`config.mk`:
```
export PLATFORM = sky130hd
export DESIGN_NAME = seven_seg_reader
export DESIGN_NICKNAME = d
export VERILOG_FILES = /design/src/rtl/seven_seg_reader.sv
export SDC_FILE = /design/constraint.sdc
export NUM_CORES = 1
export LEC_CHECK = 0
export ABC_CLOCK_PERIOD_IN_PS = 2500
export CAP_MARGIN = 20
export CORE_ASPECT_RATIO = 0.7
export CORE_MARGIN = 2
export CORE_UTILIZATION = 50
export DETAILED_ROUTE_END_ITERATION = 8
export HOLD_SLACK_MARGIN = 0.15
export PLACE_DENSITY = 0.74
export REMOVE_ABC_BUFFERS = 1
export SYNTH_ARGS = -nofsm -noshare
export SYNTH_HDL_FRONTEND = slang
export SYNTH_SLANG_ARGS = --single-unit
```
`constraint.sdc`:
```
create_clock -name clk -period 2.5 [get_ports clk]
set_clock_uncertainty 0.2 [all_clocks]
set_input_delay 0.375 -clock clk [delete_from_list [all_inputs] [get_ports clk]]
set_output_delay 0.375 -clock clk [all_outputs]
set_load 0.02 [all_outputs]
```
`src/rtl/seven_seg_reader.sv`:
```
// Reads back a multiplexed active-low 7-segment bus and rebuilds the 16-bit hex word
// once all four digit slots have each held a stable pattern for SETTLE samples.
module seven_seg_reader #(
   parameter int unsigned SETTLE = 4
) (
   input  logic        clk,
   input  logic        rst_n,
   input  logic [6:0]  seg,
   input  logic [3:0]  an,
   output logic [15:0] value,
   output logic [3:0]  blank,
   output logic        err,
   output logic        valid
);

   typedef enum logic [1:0] {IDLE, SETTLING, HELD} state_t;

   localparam logic [7:0] CNT_MAX = 8'(SETTLE);
   localparam logic [7:0] CNT_CAP = 8'(SETTLE - 1);

   state_t      state_q, state_d;
   logic [6:0]  s_seg_q, s_seg_d;
   logic [3:0]  s_an_q, s_an_d;
   logic [7:0]  cnt_q, cnt_d;
   logic [3:0]  seen_q, seen_d;
   logic [15:0] work_q, work_d;
   logic [3:0]  wblank_q, wblank_d;
   logic        scan_err_q, scan_err_d;
   logic [15:0] value_q, value_d;
   logic [3:0]  blank_q, blank_d;
   logic        err_q, err_d;
   logic        valid_q, valid_d;

   logic        changed, legal, capture;
   logic [3:0]  slot_oh, seen_all;
   logic [3:0]  dec_nib;
   logic        dec_blank, dec_bad;

   always_comb begin
      dec_nib   = 4'h0;
      dec_blank = 1'b0;
      dec_bad   = 1'b0;
      unique case (s_seg_d)
         7'h40: dec_nib = 4'h0;
         7'h79: dec_nib = 4'h1;
         7'h24: dec_nib = 4'h2;
         7'h30: dec_nib = 4'h3;
         7'h19: dec_nib = 4'h4;
         7'h12: dec_nib = 4'h5;
         7'h02: dec_nib = 4'h6;
         7'h78: dec_nib = 4'h7;
         7'h00: dec_nib = 4'h8;
         7'h10: dec_nib = 4'h9;
         7'h08: dec_nib = 4'hA;
         7'h03: dec_nib = 4'hB;
         7'h46: dec_nib = 4'hC;
         7'h21: dec_nib = 4'hD;
         7'h06: dec_nib = 4'hE;
         7'h0E: dec_nib = 4'hF;
         7'h7F: dec_blank = 1'b1;
         default: dec_bad = 1'b1;
      endcase
   end

   // Decisions look at the sample being registered this edge, so a dwell of
   // SETTLE samples is captured on its SETTLE-th edge (SETTLE=1 on the first).
   always_comb begin
      s_seg_d  = seg;
      s_an_d   = an;
      changed  = ({s_an_d, s_seg_d} != {s_an_q, s_seg_q});
      slot_oh  = ~s_an_d;
      legal    = $onehot(slot_oh);

      if (changed)             cnt_d = '0;
      else if (cnt_q == CNT_MAX) cnt_d = cnt_q;
      else                     cnt_d = cnt_q + 8'd1;

      capture = legal && (cnt_d == CNT_CAP) && (changed || state_q == SETTLING);

      if (capture)      state_d = HELD;
      else if (changed) state_d = legal ? SETTLING : IDLE;
      else              state_d = state_q;

      work_d     = work_q;
      wblank_d   = wblank_q;
      seen_d     = seen_q;
      scan_err_d = scan_err_q;
      value_d    = value_q;
      blank_d    = blank_q;
      err_d      = err_q;
      valid_d    = 1'b0;
      seen_all   = seen_q | slot_oh;

      if (capture) begin
         for (int unsigned i = 0; i < 4; i++) begin
            if (slot_oh[i]) begin
               work_d[i*4 +: 4] = dec_nib;
               wblank_d[i]      = dec_blank;
            end
         end
         seen_d     = seen_all;
         scan_err_d = scan_err_q | dec_bad;
         if (seen_all == 4'b1111) begin
            value_d    = work_d;
            blank_d    = wblank_d;
            err_d      = scan_err_d;
            valid_d    = 1'b1;
            seen_d     = '0;
            scan_err_d = 1'b0;
         end
      end
   end

   always_ff @(posedge clk or negedge rst_n) begin
      if (!rst_n) begin
         state_q    <= IDLE;
         s_seg_q    <= 7'h7F;
         s_an_q     <= 4'hF;
         cnt_q      <= '0;
         seen_q     <= '0;
         work_q     <= '0;
         wblank_q   <= '0;
         scan_err_q <= 1'b0;
         value_q    <= '0;
         blank_q    <= '0;
         err_q      <= 1'b0;
         valid_q    <= 1'b0;
      end else begin
         state_q    <= state_d;
         s_seg_q    <= s_seg_d;
         s_an_q     <= s_an_d;
         cnt_q      <= cnt_d;
         seen_q     <= seen_d;
         work_q     <= work_d;
         wblank_q   <= wblank_d;
         scan_err_q <= scan_err_d;
         value_q    <= value_d;
         blank_q    <= blank_d;
         err_q      <= err_d;
         valid_q    <= valid_d;
      end
   end

   assign value = value_q;
   assign blank = blank_q;
   assign err   = err_q;
   assign valid = valid_q;

endmodule
```
# Word-level counts from Yosys, hierarchy flattened
# Cells that the tools add are included.
[totals]
latch_bits = 0
wordCells = 68
rom_bits = 0
memories = 0
regBits = 68
ramBits = 0
inputBits = 13
[classes]
n_eq_ne = 22
add_sub_neg = 4
n_lt_le_gt_ge = 0
div = 0
n_shift = 0
mul = 0
bitwise_logic = 3
n_mux = 20
n_reduce_logical = 7
[op_table]
columns = ["op", "n"]
rows = [
  ["$pmux W4 S15", 1],
  ["$eq A7 B7 Y1 const B", 5],
  ["$eq A7 B5 Y1 const B", 3],
  ["$eq A7 B6 Y1 const B", 3],
  ["$mux W4", 5],
  ["$reduce_or A17 Y1", 1],
  ["$mux W8", 2],
  ["$eq A7 B2 Y1 const B", 2],
  ["$eq A7 B4 Y1 const B", 2],
  ["$ne A11 B11 Y1", 1],
  ["$mux W1", 10],
  ["$add A8 B1 Y8 const B", 1],
  ["$eq A8 B2 Y1 const B", 1],
  ["$eq A8 B3 Y1 const B", 1],
  ["$eq A7 B3 Y1 const B", 1],
  ["$logic_not A7 Y1", 1],
  ["$add A1 B1 Y2", 2],
  ["$eq A4 B4 Y1 const B", 1],
  ["$mux W2", 2],
  ["$not A4 Y4", 1],
  ["$or A4 B4 Y4", 1],
  ["$add A2 B2 Y3", 1],
  ["$eq A3 B1 Y1 const B", 1],
  ["$eq A2 B1 Y1 const B", 1],
  ["other kinds (5)", 6],
]

# Logic depth before layout (Yosys ltp)
[depth]
ltp_word = 7
ltp_mapped = 11

# Worst setup path before layout
# OpenSTA, ideal clock, no wires.
[synth_timing]
path_kind = "input-to-reg"
startpoint = "input an[0]"
endpoint = "register blank_q[3] (netlist: blank[3])"
setup_slack_ps = -538
arrival_time_ps = 2710
stages = 11
required_ps = 2173
setup_time_ps = 127
cell_sequence = "fa_1 > inv_1 > ha_1 > ha_1 > nor3b_1 > nand4_1 > nor3_1 > and4bb_1 > buf_6 > buf_8 > mux2_1"
[synth_between]
elab_chain_cells = 7
word_cells_on_any_way = 13
[synth_lines]
columns = ["item", "line_no", "rtl"]
rows = [
  ["start: declaration", "9", "input logic [3:0] an,"],
  ["$not A4 Y4", "71", "slot_oh = ~s_an_d;"],
  ["$add A1 B1 Y2 (implied by the code)", "72", "legal = $onehot(slot_oh);"],
  ["$add A2 B2 Y3 (implied by the code)", "72", ""],
  ["$eq A3 B1 Y1", "72", ""],
  ["$logic_and A1 B1 Y1 (2 in a row)", "78", "capture = legal && (cnt_d == CNT_CAP) && (changed || state_q == SETTLING);"],
  ["$reduce_and A2 Y1 (no source line) *", "n/a", ""],
  ["end signal: assignment", "138", "blank_q <= blank_d;"],
  ["end: declaration", "30", "logic [3:0] blank_q, blank_d;"],
]
# Every way passes the cells marked *; elsewhere a longest branch is shown, timed or not.
# A chain may end at the register's enable or synchronous reset.

# Final worst setup path
[layout_timing]
startpoint = "input an[1]"
endpoint = "register value_q[4] (netlist: value[4])"
[layout_between]
elab_chain_cells = 7
word_cells_on_any_way = 14
[layout_lines]
columns = ["item", "line_no", "rtl"]
rows = [
  ["$not A4 Y4", "71", ""],
  ["$add A1 B1 Y2 (implied by the code)", "72", ""],
  ["$add A2 B2 Y3 (implied by the code)", "72", ""],
  ["$eq A3 B1 Y1", "72", ""],
  ["$logic_and A1 B1 Y1 (2 in a row)", "78", ""],
  ["$reduce_and A2 Y1 (no source line)", "n/a", ""],
  ["end signal: assignment", "137", "value_q <= value_d;"],
  ["end: declaration", "29", "logic [15:0] value_q, value_d;"],
]
# Several ways; a longest one is shown, not always the timed one.

==> impl_results.md <==
* Worst-case clock buffer depth at 2
* Mapped Cells at 307
* Antenna diodes at 0
* Seq/Total Area, Yosys at 48.1%
* Worst path most repeated cell: ha_4
* Highest routed layer: met4
* Static Leakage at 2.21 nW
* Commonest cells post-synth: dfrtp_1 (57), mux2_2 (29), nor2_1 (22)
* Internal Power at 1.72 mW
* Switching power total at 0.557 mW
* Final Core Density at 70.2%
* RePlAce Congestion at 0.932
* Unrepaired setup endpoints after global routing: yes
* Failing checks: setup timing
* Fmax at 340 MHz
* Outcome: finished with violations
* GRT overflow at 0
* Worst-path cell chain: buf_8 -> fa_1 -> inv_2 -> ha_4 -> ha_4 -> nor3b_4 -> nand4_1 -> nor3_2 -> and4bb_2 -> buf_6 -> buf_16 -> mux2_4
* Initial DRC count at 225
* Max Slew Vio Count at 0
* WL final at 9610 µm
* CTS tree: built
* Die X at 105 µm
* Top post-synthesis cells by area: dfrtp_1 (40%), mux2_2 (9.2%), dfstp_2 (8.1%)
* Synthesis-stage register bit count at 68
* Drt drc at 0
* Worst min path class: input pin to flop
* Clk Latency, worst-skew pair at 0.35 ns
* Clk sinks at 68
* WL/cell at 19.5 µm
* Synth Area per Inst at 11.6 µm²
* Vias at 2903
* CP max stage cell: fa_1
* Combinational share of power at 11.2%
* DRT antenna net count at 0
* Post-layout net count at 412
* P&R area growth vs syn at 34.2%
* Met2 WL post-DR at 4450 µm
* Worst-Margin Slew at 0.710 ns
* Worst Path Buf+Inv at 4
* Vias in the first global route at 2835
* Pre-Repair DR Iteration Count at 5
* Cell Pwr Density at 475 nW/µm²
* Setup CP Type: input pin to flop
* Max_cap viols at 0
* CP Capture Type: flop
* Root Buffer: clkbuf_8
* Hold Fails Final Rpt at 0
* CTS buffer count at 9
* Placed Cells at 463
* Most common cell in the netlist: dfrtp_1
* Hold_ws at 0.171 ns
* Std-Cell Rows at 25
* CP arrival at 2.97 ns
* Clock share of power at 39.3%
* Top_reg_cell synth: dfrtp_1
* Synth warn at 0
* Total core area at 6820 µm²
* Sequential power share at 49.6%
* Slowest Stage Delay on Critical Path at 0.55 ns
* Post-route minimum period at 2.94 ns
* Setup violators final at 46
* Number of synthesized flops with an enable pin at 0
* Die height at 74.7 µm
* Top cell type's share of synthesized area at 40.0%
* Post-Layout Cell Count at 492
* I/O Pins at 35
* CTS H-tree depth at 3
* Detail Placement HPWL at 5580 µm
* VDD IR max at 414 µV
* Net Sw Frac at 24.5%
* Port bufs at 34
* CP top delay family: adder cells
* Stages on the worst setup path at 12
* Synth unique cells at 56
* Via density at 5.90
* GRT Overall Usage at 25.5%
* First-pass GRT wire length at 14900 µm
* Routed met1 length at 4210 µm
* Critical path required time at 2.53 ns
* Post-synth ARST share at 100%
* Die Area at 7830 µm²
* Worst-path maximum fanout at 6
* Leading area contributor after synthesis: dfrtp_1
* Share of cells above drive strength 1 at 38.9%
* CP startpoint kind: input pin
* Worst R2R Path Depth at 8
* Largest net degree at the start of global routing at 69
* Slew margin rel. at 52.0%
* WL met3 at 747 µm
* Final worst setup slack at -0.443 ns
* Final worst-path cycle share at 118%
* Initial Util at 52.3%
* Clock slew at reported path FFs at 0.07 ns
* Pwr Total at 2.27 mW
* Cell area after synthesis at 3570 µm²
* WHS Path Cells at 2
* Antenna violations before repair at 0
routing by layer:
metal | vias up | global-route usage [%]
met3 | 27 | 6.75
met1 | 1434 | 33.6
met2 | 169 | 41.7
met5 | - | 0
met4 | 0 | 9.19
li1 | 1273 | -
stage by stage:
step	cell area [µm²]	setup WS, ns	setup TNS [ns]
after floorplan	3440	-1.06	-33.02
after detailed placement	4260	-1.34	-59.94
after CTS	4800	-0.330	-10.82
final	4790	-0.443	-14.37
after global routing	4790	-0.521	-17.74
after global placement	4260	-1.18	-54.05
registers in the layout, indices dropped and copies added (netlist names), 2 cells and up:
| name | flops |
|---|---|
| blank | 4 |
| seen_q | 4 |
| cnt_q | 8 |
| wblank_q | 4 |
| value | 16 |
| work_q | 16 |
| s_seg_q | 7 |
| s_an_q | 4 |
| state_q | 2 |
power groups by stage:
stage | Sequential (mW) | Combinational (mW) | Clock [mW]
CTS | 1.13 | 0.230 | 0.901
global route | 1.13 | 0.274 | 0.953
global placement | 1.15 | 0.201 | 0
detailed placement | 1.15 | 0.204 | 0
finish | 1.13 | 0.254 | 0.893
floorplan | 1.15 | 0.0752 | 0
path summary, 6_finish.rpt:
path	from	end	slack [ns]
max	an[1]	value[4]	-0.44
min	an[0]	s_an_q[0]	0.17
max reg2reg	cnt_q[0]	value[4]	-0.12
min reg2reg	state_q[1]	state_q[1]	0.30
max in group asynchronous	rst_n	s_seg_q[4]	1.39
min in group asynchronous	rst_n	wblank_q[2]	0.40
cell families (layout without fill, tap and decap cells):
family	count (synthesis)	after routing	synth area share, %
xor gates and xnor gates	19	19	4.88
buffers and inverters	33	124	5.12
and+or+nand+nor	90	90	15.2
DFF	68	68	48.1
adders and majority gates	5	5	1.96
AOI/OAI and AO/OA	45	45	8.88
muxes	47	47	15.9
cell usage in the layout (no fill, tap or decap), drive strengths merged, types with 2 or more instances in the layout:
cell type      Yosys  final
a211oi             2      2
a21oi              6      6
a31oi              8      8
a32oi              2      2
and2               4      4
and3               3      3
and4               2      2
and4bb             2      2
buf               17     60
clkbuf             0     10
clkdlybuf4s50      0     30
clkinv             0      3
dfrtp             57     57
dfstp             11     11
dlygate4sd3        0      3
ha                 4      4
inv               16     16
mux2              43     43
mux2i              4      4
nand2             16     16
nand3              5      5
nand4             11     11
nor2              22     22
nor2b              4      4
nor3               6      6
nor3b              4      4
o21ai             10     10
o22a               3      3
o41ai              2      2
or3                6      6
xnor2             14     14
xor2               5      5
cell type report:
class | count | area [µm²]
Clock buffer | 10 | 138
Clock inverter | 5 | 52.6
Fill cell | 484 | 2030
Inverter | 16 | 60.1
Multi-Input combinational cell | 206 | 1820
Sequential cell | 68 | 1720
Tap cell | 94 | 118
Timing Repair Buffer | 93 | 887
what timing repair did:
item,CTS,global route
pin swaps,11,6
hold buffers,3,0
gates cloned,3,0
endpoints found under the setup margin,49,49
buffers inserted,24,2
hold endpoints to repair,70,0
resized for setup,47,20
No activity file was read; power rests on OpenSTA's default activity.
